## config.mk

```make
export PLATFORM = sky130hd
export DESIGN_NAME = seg_display_ctrl
export DESIGN_NICKNAME = d
export VERILOG_FILES = /design/src/rtl/seg_pkg.sv /design/src/rtl/hex_to_7seg.sv /design/src/rtl/seg_display_ctrl.sv
export SDC_FILE = /design/constraint.sdc
export NUM_CORES = 1
export LEC_CHECK = 0
export ABC_AREA = 1
export CAP_MARGIN = 20
export CORE_MARGIN = 3
export CORE_UTILIZATION = 53
export DETAILED_ROUTE_END_ITERATION = 16
export GPL_ROUTABILITY_DRIVEN = 0
export HOLD_SLACK_MARGIN = 0.03
export PLACE_DENSITY = 0.81
export SLEW_MARGIN = 20
export SYNTH_ARGS = -nofsm -noshare
export SYNTH_HDL_FRONTEND = slang
export SYNTH_HIERARCHICAL = 1
export SYNTH_SLANG_ARGS = --single-unit
```

## constraint.sdc

```tcl
create_clock -name clk -period 4.8 [get_ports clk]
set_input_delay 0.96 -clock clk [delete_from_list [all_inputs] [get_ports clk]]
set_output_delay 0.96 -clock clk [all_outputs]
set_load 0.01 [all_outputs]
```

## src/rtl/seg_pkg.sv

```systemverilog
// Shared constants for the seven-segment display controller: segment patterns,
// idle pin levels and FSM state encoding.
package seg_pkg;

  typedef logic [1:0] state_t;
  localparam state_t ST_IDLE   = 2'd0;
  localparam state_t ST_CONV   = 2'd1;
  localparam state_t ST_COMMIT = 2'd2;

  // {dp,g,f,e,d,c,b,a}, active high, dp never lit
  localparam logic [7:0] SEG_PAT [16] = '{
    8'h3F, 8'h06, 8'h5B, 8'h4F, 8'h66, 8'h6D, 8'h7D, 8'h07,
    8'h7F, 8'h6F, 8'h77, 8'h7C, 8'h39, 8'h5E, 8'h79, 8'h71
  };

  localparam logic [7:0] COM_OFF    = 8'hFF;
  localparam logic [7:0] DATA_BLANK = 8'h00;

  function automatic longint unsigned pow10(input int n);
    longint unsigned r;
    r = 1;
    for (int i = 0; i < n; i++) r = r * 10;
    return r;
  endfunction

endpackage

```

## src/rtl/hex_to_7seg.sv

```systemverilog
// Nibble to seven-segment pattern lookup; purely combinational, no backpressure.
module hex_to_7seg
  import seg_pkg::*;
(
  input  logic [3:0] nibble,
  output logic [7:0] pattern
);

  assign pattern = SEG_PAT[nibble];

endmodule

```

## src/rtl/seg_display_ctrl.sv

```systemverilog
// Multiplexed 7-seg controller: double-dabble/hex capture, tear-free commit, scan.
// Decimal busy VALUE_W+1 cycles, hex 1 cycle; loads while busy are dropped.
module seg_display_ctrl
  import seg_pkg::*;
#(
  parameter int DIGITS  = 8,
  parameter int VALUE_W = 27,
  parameter int DIV     = 32
) (
  input  logic               clk,
  input  logic               rst,
  input  logic               enable,
  input  logic               load,
  input  logic [VALUE_W-1:0] value,
  input  logic               hex_mode,
  input  logic               blank_lz,
  output logic               busy,
  output logic [DIGITS-1:0]  seg_COM,
  output logic [7:0]         seg_DATA
);

  localparam int BCD_W = 4 * DIGITS;
  localparam int PAD_W = (VALUE_W > BCD_W) ? VALUE_W : BCD_W;
  localparam int IDX_W = (DIGITS > 1) ? $clog2(DIGITS) : 1;
  localparam int DIV_W = (DIV > 1) ? $clog2(DIV) : 1;
  localparam int CNT_W = (VALUE_W > 1) ? $clog2(VALUE_W) : 1;
  localparam longint unsigned DEC_MAX = pow10(DIGITS) - 1;
  localparam logic [BCD_W-1:0] ALL_NINES = {DIGITS{4'h9}};
  localparam logic [BCD_W-1:0] ALL_F     = {DIGITS{4'hF}};

  state_t             state_q;
  logic [CNT_W-1:0]   cnt_q;
  logic [VALUE_W-1:0] shift_q;
  logic [BCD_W-1:0]   bcd_q;
  logic               sat_q;
  logic               blz_q;
  logic [BCD_W-1:0]   disp_q;
  logic               disp_blz_q;
  logic [DIV_W-1:0]   div_q;
  logic [IDX_W-1:0]   idx_q;

  logic [PAD_W-1:0]   value_pad;
  logic               hex_ovf;
  logic               dec_sat;
  logic [BCD_W-1:0]   bcd_adj;

  // Overflow is judged on the raw input so saturation never depends on BCD wrap
  assign value_pad = PAD_W'(value);
  assign hex_ovf   = |(value_pad >> BCD_W);
  assign dec_sat   = 64'(value) > DEC_MAX;
  assign busy      = (state_q != ST_IDLE);

  always_comb begin
    bcd_adj = bcd_q;
    for (int i = 0; i < DIGITS; i++) begin
      if (bcd_q[4*i +: 4] >= 4'd5) bcd_adj[4*i +: 4] = bcd_q[4*i +: 4] + 4'd3;
    end
  end

  always_ff @(posedge clk or posedge rst) begin
    if (rst) begin
      state_q    <= ST_IDLE;
      cnt_q      <= '0;
      shift_q    <= '0;
      bcd_q      <= '0;
      sat_q      <= 1'b0;
      blz_q      <= 1'b0;
      disp_q     <= '0;
      disp_blz_q <= 1'b0;
    end else begin
      case (state_q)
        ST_IDLE: begin
          if (load) begin
            blz_q <= blank_lz;
            cnt_q <= '0;
            if (hex_mode) begin
              bcd_q   <= hex_ovf ? ALL_F : value_pad[BCD_W-1:0];
              sat_q   <= 1'b0;
              state_q <= ST_COMMIT;
            end else begin
              bcd_q   <= '0;
              shift_q <= value;
              sat_q   <= dec_sat;
              state_q <= ST_CONV;
            end
          end
        end
        ST_CONV: begin
          bcd_q   <= {bcd_adj[BCD_W-2:0], shift_q[VALUE_W-1]};
          shift_q <= shift_q << 1;
          cnt_q   <= cnt_q + CNT_W'(1);
          if (cnt_q == CNT_W'(VALUE_W - 1)) state_q <= ST_COMMIT;
        end
        ST_COMMIT: begin
          // The only place the shown value changes, so a scan never mixes two values
          disp_q     <= sat_q ? ALL_NINES : bcd_q;
          disp_blz_q <= blz_q;
          state_q    <= ST_IDLE;
        end
        default: state_q <= ST_IDLE;
      endcase
    end
  end

  always_ff @(posedge clk or posedge rst) begin
    if (rst) begin
      div_q <= '0;
      idx_q <= '0;
    end else if (div_q == DIV_W'(DIV - 1)) begin
      div_q <= '0;
      idx_q <= (idx_q == IDX_W'(DIGITS - 1)) ? '0 : idx_q + IDX_W'(1);
    end else begin
      div_q <= div_q + DIV_W'(1);
    end
  end

  logic [3:0]       cur_nib;
  logic [7:0]       cur_pat;
  logic [BCD_W-1:0] disp_upper;
  logic             cur_blank;

  assign cur_nib    = disp_q[4*idx_q +: 4];
  assign disp_upper = disp_q >> (4 * idx_q);
  // Blank when this digit and everything above it is zero; digit 0 always shows
  assign cur_blank  = disp_blz_q && (idx_q != '0) && (disp_upper == '0);

  hex_to_7seg u_hex_to_7seg (
    .nibble  (cur_nib),
    .pattern (cur_pat)
  );

  always_ff @(posedge clk or posedge rst) begin
    if (rst) begin
      seg_COM  <= COM_OFF[DIGITS-1:0];
      seg_DATA <= DATA_BLANK;
    end else if (enable) begin
      seg_COM  <= ~(DIGITS'(1) << idx_q);
      seg_DATA <= cur_blank ? DATA_BLANK : cur_pat;
    end else begin
      seg_COM  <= COM_OFF[DIGITS-1:0];
      seg_DATA <= DATA_BLANK;
    end
  end

endmodule

```

* Yosys cells after proc, flatten, opt, wreduce, memory -nomap -nowiden
Memories as Yosys holds them, arrays and structs flattened.
Index checks and enable logic that the tools add are counted.
** Storage, ports and cells
- Output and inout port bits :: 17
- Memory bits (read-only) :: 128
- Memories :: 1
- Word-level logic and storage cells :: 87
- Register bits after elaboration :: 125
** Memory list
- (no name shown) :: depth 16, width 8, read ports 1, clocked after Yosys merged registers in 0, wr ports 0, RTL line hex_to_7seg.sv:9 : assign pattern = SEG_PAT[nibble];
** Operators by class
- Bitwise operators :: 2
- Shift operators :: 3
- $add $sub $neg :: 11
- Mux-type cells :: 29
- Order comparisons :: 10
- Reductions and logical operators :: 11
- Equal/unequal tests :: 8
** Operators by type and width (count)
- 27-bit 2-to-1 mux :: 3
- 32-bit 2-to-1 mux :: 2
- 32-bit one-hot mux with 2 select lines :: 1
- 27-bit one-hot mux with 2 select lines :: 1
- 8-bit 2-to-1 mux :: 5
- 4-bit by 3-bit >= comparator with 1-bit output (second input constant) :: 8
- 32-bit logical NOT :: 1
- 32-bit by 6-bit indexed part select with 4-bit output :: 1
- 32-bit by 5-bit >> shifter with 32-bit output :: 1
- 4-bit by 2-bit adder with 4-bit output (second input constant) :: 7
- 4-bit 2-to-1 mux :: 7
- 27-bit > comparator (second input constant) :: 1
- 5-bit by 1-bit adder with 5-bit output (second input constant) :: 2
- 5-bit == test (second input constant) :: 2
- 5-bit 2-to-1 mux :: 2
- 5-bit one-hot mux with 2 select lines :: 1
- 8-bit inverter :: 1
- 1-bit by 3-bit left shift with 8-bit output (first input constant) :: 1
- 2-bit 2-to-1 mux :: 3
- 3-bit 2-to-1 mux :: 2
- 2-bit inequality test (second input constant) :: 3
- 2-bit AND reduction :: 3
- 5-bit >= comparator (second input constant) :: 1
- 4-bit inverter with 5-bit output :: 1
- other kinds (12) :: 14

* Depth between registers and ports, before layout
Gate-level depths: netlist of the first run.
- Depth in word-level cells :: 7
- Mapped depth :: 16

* Cells and area by module
The synthesis of the first run kept the hierarchy.
** By module, submodules not included
- seg_display_ctrl :: instances 1, cells each 843, area an instance 6791.5 um2, seq. area each 3138.0 um2
- hex_to_7seg :: instances 1, cells each 54, area an instance 281.5 um2, seq. area each 0.0 um2

* Least setup slack after synthesis of the first run
Ideal clock, no wire load.
- Path kind :: in2reg
- From :: input port load
- To :: register bcd_q[1]
- Data required time :: 4713 ps
- Library setup time :: 87 ps
- Buffers on the path :: 2
- Path slack :: 2891 ps
- Data arrival time :: 1822 ps
- Stages :: 7
- Cells stage by stage :: nand2_1 > inv_2 > nor2_1 > buf_2 > buf_4 > a31oi_1 > a22oi_1
** On the way
- Word-level cells in the longest chain between the ends :: 2
** Ends and longest elaborated chain
- start: declaration :: RTL line seg_display_ctrl.sv:13 : input logic load,
- 2-bit inequality test (no source line)
- 2-bit AND reduction (no source line)
- end signal: assignment :: RTL line seg_display_ctrl.sv:77 : bcd_q <= hex_ovf ? ALL_F : value_pad[BCD_W-1:0];
- end signal: assignment :: RTL line seg_display_ctrl.sv:89 : bcd_q <= {bcd_adj[BCD_W-2:0], shift_q[VALUE_W-1]};
- end: declaration :: RTL line seg_display_ctrl.sv:34 : logic [BCD_W-1:0] bcd_q;
No other way between the ends.
A chain may end at the register's enable or synchronous reset.

* Final worst setup path of the first run
- From :: input port hex_mode
- To :: register shift_q[19]
** On the way
- Word-level cells in the longest chain between the ends :: 2
** Ends and longest elaborated chain
- start: declaration :: RTL line seg_display_ctrl.sv:15 : input logic hex_mode,
- 2-bit inequality test (no source line)
- 3-bit AND reduction (no source line)
- end signal: assignment :: RTL line seg_display_ctrl.sv:82 : shift_q <= value;
- end signal: assignment :: RTL line seg_display_ctrl.sv:90 : shift_q <= shift_q << 1;
- end: declaration :: RTL line seg_display_ctrl.sv:33 : logic [VALUE_W-1:0] shift_q;
No other way between the ends.

==> results of run 1 <==
-- layout make-up --
cell class,count,share of cell area [%]
Sequential cell,125,38.1
Clock inverter,7,1.34
Timing Repair Buffer,56,6.75
Multi-Input combinational cell,593,38.9
Clock buffer,25,6.14
Tap cell,172,2.62
Inverter,133,6.13
-- kinds of logic after synthesis --
| logic type | share of synthesized area, % |
|---|---|
| adders and majority gates | 5.84 |
| and+or+nand+nor | 19.8 |
| buffers and inverters | 10.5 |
| xor gates and xnor gates | 0.867 |
| DFF | 44.4 |
| AOI/OAI and AO/OA | 18.6 |
| other | 0.0530 |
-- stage by stage --
| step | hold slack (ns) | cell area, um^2 |
|---|---|---|
| 6_report | 0.468 | 8230 |
| 5_1_grt | 0.487 | 8230 |
| 4_1_cts | 0.480 | 8230 |
| 3_5_place_dp | 0.472 | 7610 |
| 3_3_place_gp | 0.451 | 7610 |
| 2_1_floorplan | 0.433 | 7070 |
-- where the power goes --
group          total [mW]  internal (mW)  leakage (nW)  switching, mW
sequential           1.71           1.45          1.57          0.258
combinational        2.05          0.724          1.98           1.32
clock                1.32          0.882         0.307          0.442
-- worst max-delay path, delay by kind of cell --
kind,cells,cell delay [ns]
compound gates,1,0.17
simple gates,2,0.27
buf+inv,3,1.78
-- cell usage after synthesis, drive strengths merged --
| master | count |
|---|---|
| nor2 | 61 |
| nand2 | 178 |
| o22ai | 3 |
| a21boi | 1 |
| clkbuf | 21 |
| o211ai | 4 |
| conb | 1 |
| o32ai | 4 |
| a22oi | 8 |
| o21ai | 143 |
| dfstp | 8 |
| dfrtp | 117 |
| a21oi | 23 |
| nor3 | 2 |
| a31oi | 19 |
| ha | 33 |
| xor2 | 7 |
| inv | 131 |
| o31ai | 4 |
| nand3 | 63 |
| clkinv | 2 |
| or2 | 1 |
| buf | 25 |
| nand4 | 16 |
| a211oi | 6 |
| nor3b | 1 |
| o221ai | 12 |
| a32oi | 3 |
-- flip-flops by register name (all words and copies together) (netlist names) --
name,flops
sat_q,1
blz_q,1
state_q,2
disp_blz_q,1
div_q,5
bcd_q,32
cnt_q,5
shift_q,27
idx_q,3
seg_COM,8
disp_q,32
seg_DATA,8
-- worst max-delay path by stage --
stage | start | to | slack [ns]
finish | hex_mode | shift_q[19] | 1.86
floorplan | rst | bcd_q[0] | 0.53
global route | hex_mode | shift_q[13] | 1.62
global placement | hex_mode | shift_q[9] | 1.58
CTS | hex_mode | shift_q[5] | 1.90
detailed placement | hex_mode | shift_q[5] | 1.48
-- per-layer routing --
metal | vias up | track usage [%] | share of wire (%)
li1 | 3041 | - | -
met1 | 2869 | 32.1 | 45
met2 | 189 | 35.6 | 47
met3 | 28 | 6.11 | 6.1
met4 | 0 | 7.00 | 1.5
met5 | - | 0 | 0
==> metrics.csv, run 1 <==
metric,value,unit
Netlist cell types,38,
Synth Area per Inst,7.89,um^2
Critical Path Slowest Stage Cell,inv_1,
worst reg2reg setup slack,2.25,ns
Most Frequent Cell on Critical Path,nand2_1,
reg2reg path depth,13,
die width,122,um
Final Cycle Share,61.1,%
Layout Cells excl Fill,1111,
Overall Power,5.08,mW
startpoint types,primary input,
Final Hold Fails,0,
final net count,992,
die height,122,um
Hold EP,div_q[0],
crit end category,flop,
post_cts resized,0,
multi-input combinational cell area,0.00320,mm^2
placed insts,1079,
Hold Startpoint,div_q[0],
data arrival time of the worst path,3.20,ns
post-route ant nets,0,
Max Slew Vio Count,0,
"Seq/Total Area, Yosys",44.4,%
TNS Setup,0,ns
Initial Util,55.2,%
Port Buf Inserts,49,
fillcell total,1101,
worst r2r src,idx_q[0],
clock slew at reported path FFs,0.05,ns
Yosys top cell by area,dfrtp_1,
"critical path fanouts, max",43,
drt total wl,15700,um
hold_buf cts,0,
drt wl/cell,14.1,um
CTS Sinks,125,
gr ovfl total,0,
synthesis-to-finish area growth,16.3,%
initial antenna violation count,0,
max-cap violation count,0,
reg2reg end,seg_DATA[3],
final-report setup violation count,0,
Tightest Pin Transition,0.938,ns
Leakage Power,3.86,nW
cell count after synthesis,897,
Mapped Area,0.00707,mm^2
Hold Crit Class,flop to flop,
synthesized flop and latch total,125,
drt drc,0,
DP Wirelength,10500,um
Setup Crit Path Kind,primary input to flop,
Clock Tree Buf Depth,2,
Hold Path Stages,1,
Yosys top cell area share,41.4,%
Power Density,617,mW/mm^2
first-pass GRT wire length,27300,um
Core Region,0.0128,mm^2
DR vias/cell,5.51,
Setup WS post-layout,1.86,ns
achievable frequency,341,MHz
"commonest non-fill, non-tap cells in the layout","nand2_1 (168), o21ai_0 (141), inv_1 (124), dfrtp_1 (117), nand3_1 (60)",
DR pass1 iterations,5,
Site Rows,41,
worst clock skew,0.00785,ns
IO Pins,50,
vias in the first global route,5689,
GR Util All Layers,23.1,%
status,"complete, no violations",
"most common cell after layout, fill and taps aside",nand2_1,
Vias,6127,
layout cells sized above 1,8.20,%
Setup Buffers After CTS,0,
later-pin clock latency in the skew report,0.42,ns
Slew Limit Headroom,37.4,%
"top cells by area, synth","dfrtp_1 (41%), o21ai_0 (10%), nand2_1 (8.9%)",
"Cell Chain, Critical Path",clkdlybuf4s50_1 > inv_1 > nand2_1 > nand2_1 > buf_4 > o221ai_1,
crit path time final,2.94,ns
pin count of the biggest net entering global routing,83,
CTS Buf Count,17,
initial DRC count,560,
Worst EP required,5.06,ns
post-synth net total,963,
DIE AREA,0.0148,mm^2
Slowest Stage Delay on Critical Path,0.80,ns
H-tree depth,4,
Clock Root Buffer,clkbuf_16,
CTS tree,built,
RSZ-0062 raised after global routing,no,
Layout Utilization,64.2,%
peak supply drop,0.542,mV
ant diodes,0,
Register Area,0.00314,mm^2
DP Worst Slack,1.48,ns
Syn. warnings,6,
No activity file was read; power rests on OpenSTA's default activity.
==> inputs of run 2 (changes only) <==
PLACE_DENSITY = 0.84   (was 0.81)
clock period = 2.4 ns   (was 4.8 ns; I/O delays follow)
==> run 2 against run 1 <==
Compared with the run above: combinational power grew 110%; clock power rose by 90%; total power increased by 100%; register-to-register slack got worse by 1.9 ns; sequential power up 99%; global-route usage is 0.54 points lower; utilization increased by 0.81 points; largest power group unchanged.
==> metrics.csv, run 2 (synthesized netlist as in run 1, its figures left out) <==
metric,value,unit
TNS Setup,0,ns
Final Cycle Share,86.0,%
crit end category,flop,
RSZ-0062 raised after global routing,no,
Setup Buffers After CTS,0,
DP Worst Slack,0.368,ns
DR pass1 iterations,5,
reg2reg path depth,13,
biggest regs,"bcd_q: 32 flops, disp_q: 32 flops, shift_q: 27 flops",
layout cells sized above 1,9.06,%
peak supply drop,0.839,mV
post_cts resized,0,
Clock Power Share,24.8,%
worst clock skew,0.00638,ns
Clock Root Buffer,clkbuf_16,
initial DRC count,562,
achievable frequency,484,MHz
later-pin clock latency in the skew report,0.43,ns
Hold EP,div_q[0],
startpoint types,flop,
Logic pwr share,41.6,%
WHS,0.464,ns
Site Rows,41,
Power Density,1220,mW/mm^2
Port Buf Inserts,49,
max-cap violation count,0,
H-tree depth,4,
DR vias/cell,5.47,
drt drc,0,
die width,122,um
Setup Crit Path Kind,flop to flop,
synthesis-to-finish area growth,17.8,%
"most common cell after layout, fill and taps aside",nand2_1,
worst r2r src,idx_q[0],
Setup WS post-layout,0.335,ns
Worst EP required,2.71,ns
Tightest Pin Transition,0.538,ns
status,"complete, no violations",
worst reg2reg setup slack,0.34,ns
hold_buf cts,0,
die height,122,um
Initial Util,55.2,%
final-report setup violation count,0,
Leakage Power,3.91,nW
Switching Share,40.0,%
CTS tree,built,
first-pass GRT wire length,26600,um
GR Util All Layers,22.5,%
initial antenna violation count,0,
CTS Sinks,125,
placed insts,1089,
Final Hold Fails,0,
pin count of the biggest net entering global routing,103,
drt wl/cell,13.8,um
post-route ant nets,0,
IO Pins,50,
Hold Path Stages,1,
Hold Startpoint,div_q[0],
Clock Tree Buf Depth,2,
"critical path fanouts, max",22,
Core Region,0.0128,mm^2
clock slew at reported path FFs,0.05,ns
reg2reg end,seg_DATA[3],
DIE AREA,0.0148,mm^2
Sw Pwr,4.06,mW
P_int,6.08,mW
gr ovfl total,0,
vias in the first global route,5638,
drt total wl,15500,um
"commonest non-fill, non-tap cells in the layout","nand2_1 (168), o21ai_0 (141), inv_1 (124), dfrtp_1 (117), nand3_1 (60)",
data arrival time of the worst path,2.38,ns
CTS Buf Count,17,
Layout Cells excl Fill,1121,
crit path time final,2.06,ns
Hold Crit Class,flop to flop,
Slew Limit Headroom,63.9,%
register share of total power,33.6,%
Vias,6137,
final net count,1002,
ant diodes,0,
Max Slew Vio Count,0,
DP Wirelength,10700,um
-- run 2: cell types whose count changed in the layout (fill, tap and decap cells not counted), sizes merged --
cell,delta
buf,+10
bufinv,-1
clkinv,+1
clkinvlp,+1
inv,-1
-- run 2: how the worst max path moves through the flow --
stage,start,end,slack (ns),cells after the start
finish,idx_q[0],seg_DATA[3],0.34,13
floorplan,rst,bcd_q[0],0.39,1
global route,idx_q[0],seg_DATA[3],0.13,14
CTS,idx_q[0],seg_DATA[3],0.33,13
detailed placement,idx_q[0],seg_DATA[3],0.37,13
global placement,idx_q[0],seg_DATA[3],0.41,13
-- run 2: critical path, stage by stage (launching register included) --
cell     delay, ns
dfrtp_1       0.46
inv_4         0.24
nand2_1       0.10
nand3_1       0.08
nand3_1       0.10
nand2_1       0.16
inv_1         0.12
ha_1          0.31
nand2_1       0.08
o21ai_0       0.09
nand2_1       0.07
nand2_1       0.05
inv_1         0.06
nor2_2        0.04
-- run 2: power groups by stage --
| stage | Combinational, mW | Clock, mW | Sequential [mW] |
|---|---|---|---|
| after global placement | 4.02 | 0 | 3.41 |
| after CTS | 4.19 | 2.55 | 3.40 |
| after global routing | 4.85 | 2.64 | 3.50 |
| after detailed placement | 4.14 | 0 | 3.43 |
| final | 4.21 | 2.51 | 3.41 |
| after floorplan | 3.11 | 0 | 3.30 |
-- run 2: through the flow --
step           power (mW)  util, %  instance area (um^2)
2_1_floorplan        6.42        -                  7080
3_3_place_gp         7.43     60.4                  7750
3_5_place_dp         7.56     60.4                  7750
4_1_cts              10.1     65.0                  8330
5_1_grt              11.0     65.0                  8330
6_report             10.1     65.0                  8330
-- run 2: layout make-up --
type,instances,area (um^2)
flip-flops and latches,125,3140
multi-input cells,593,3200
inverters,133,505
clock inverters,7,85.1
fillers,1042,4490
repair buffers,66,693
clock buffers,25,495
well taps,172,215
-- run 2: metal layers --
metal / GRT usage [%] / wire length, um
met1: 31.2 / 7290
met2: 33.6 / 7090
met3: 6.06 / 799
met4: 9.66 / 310
met5: 0 / 0
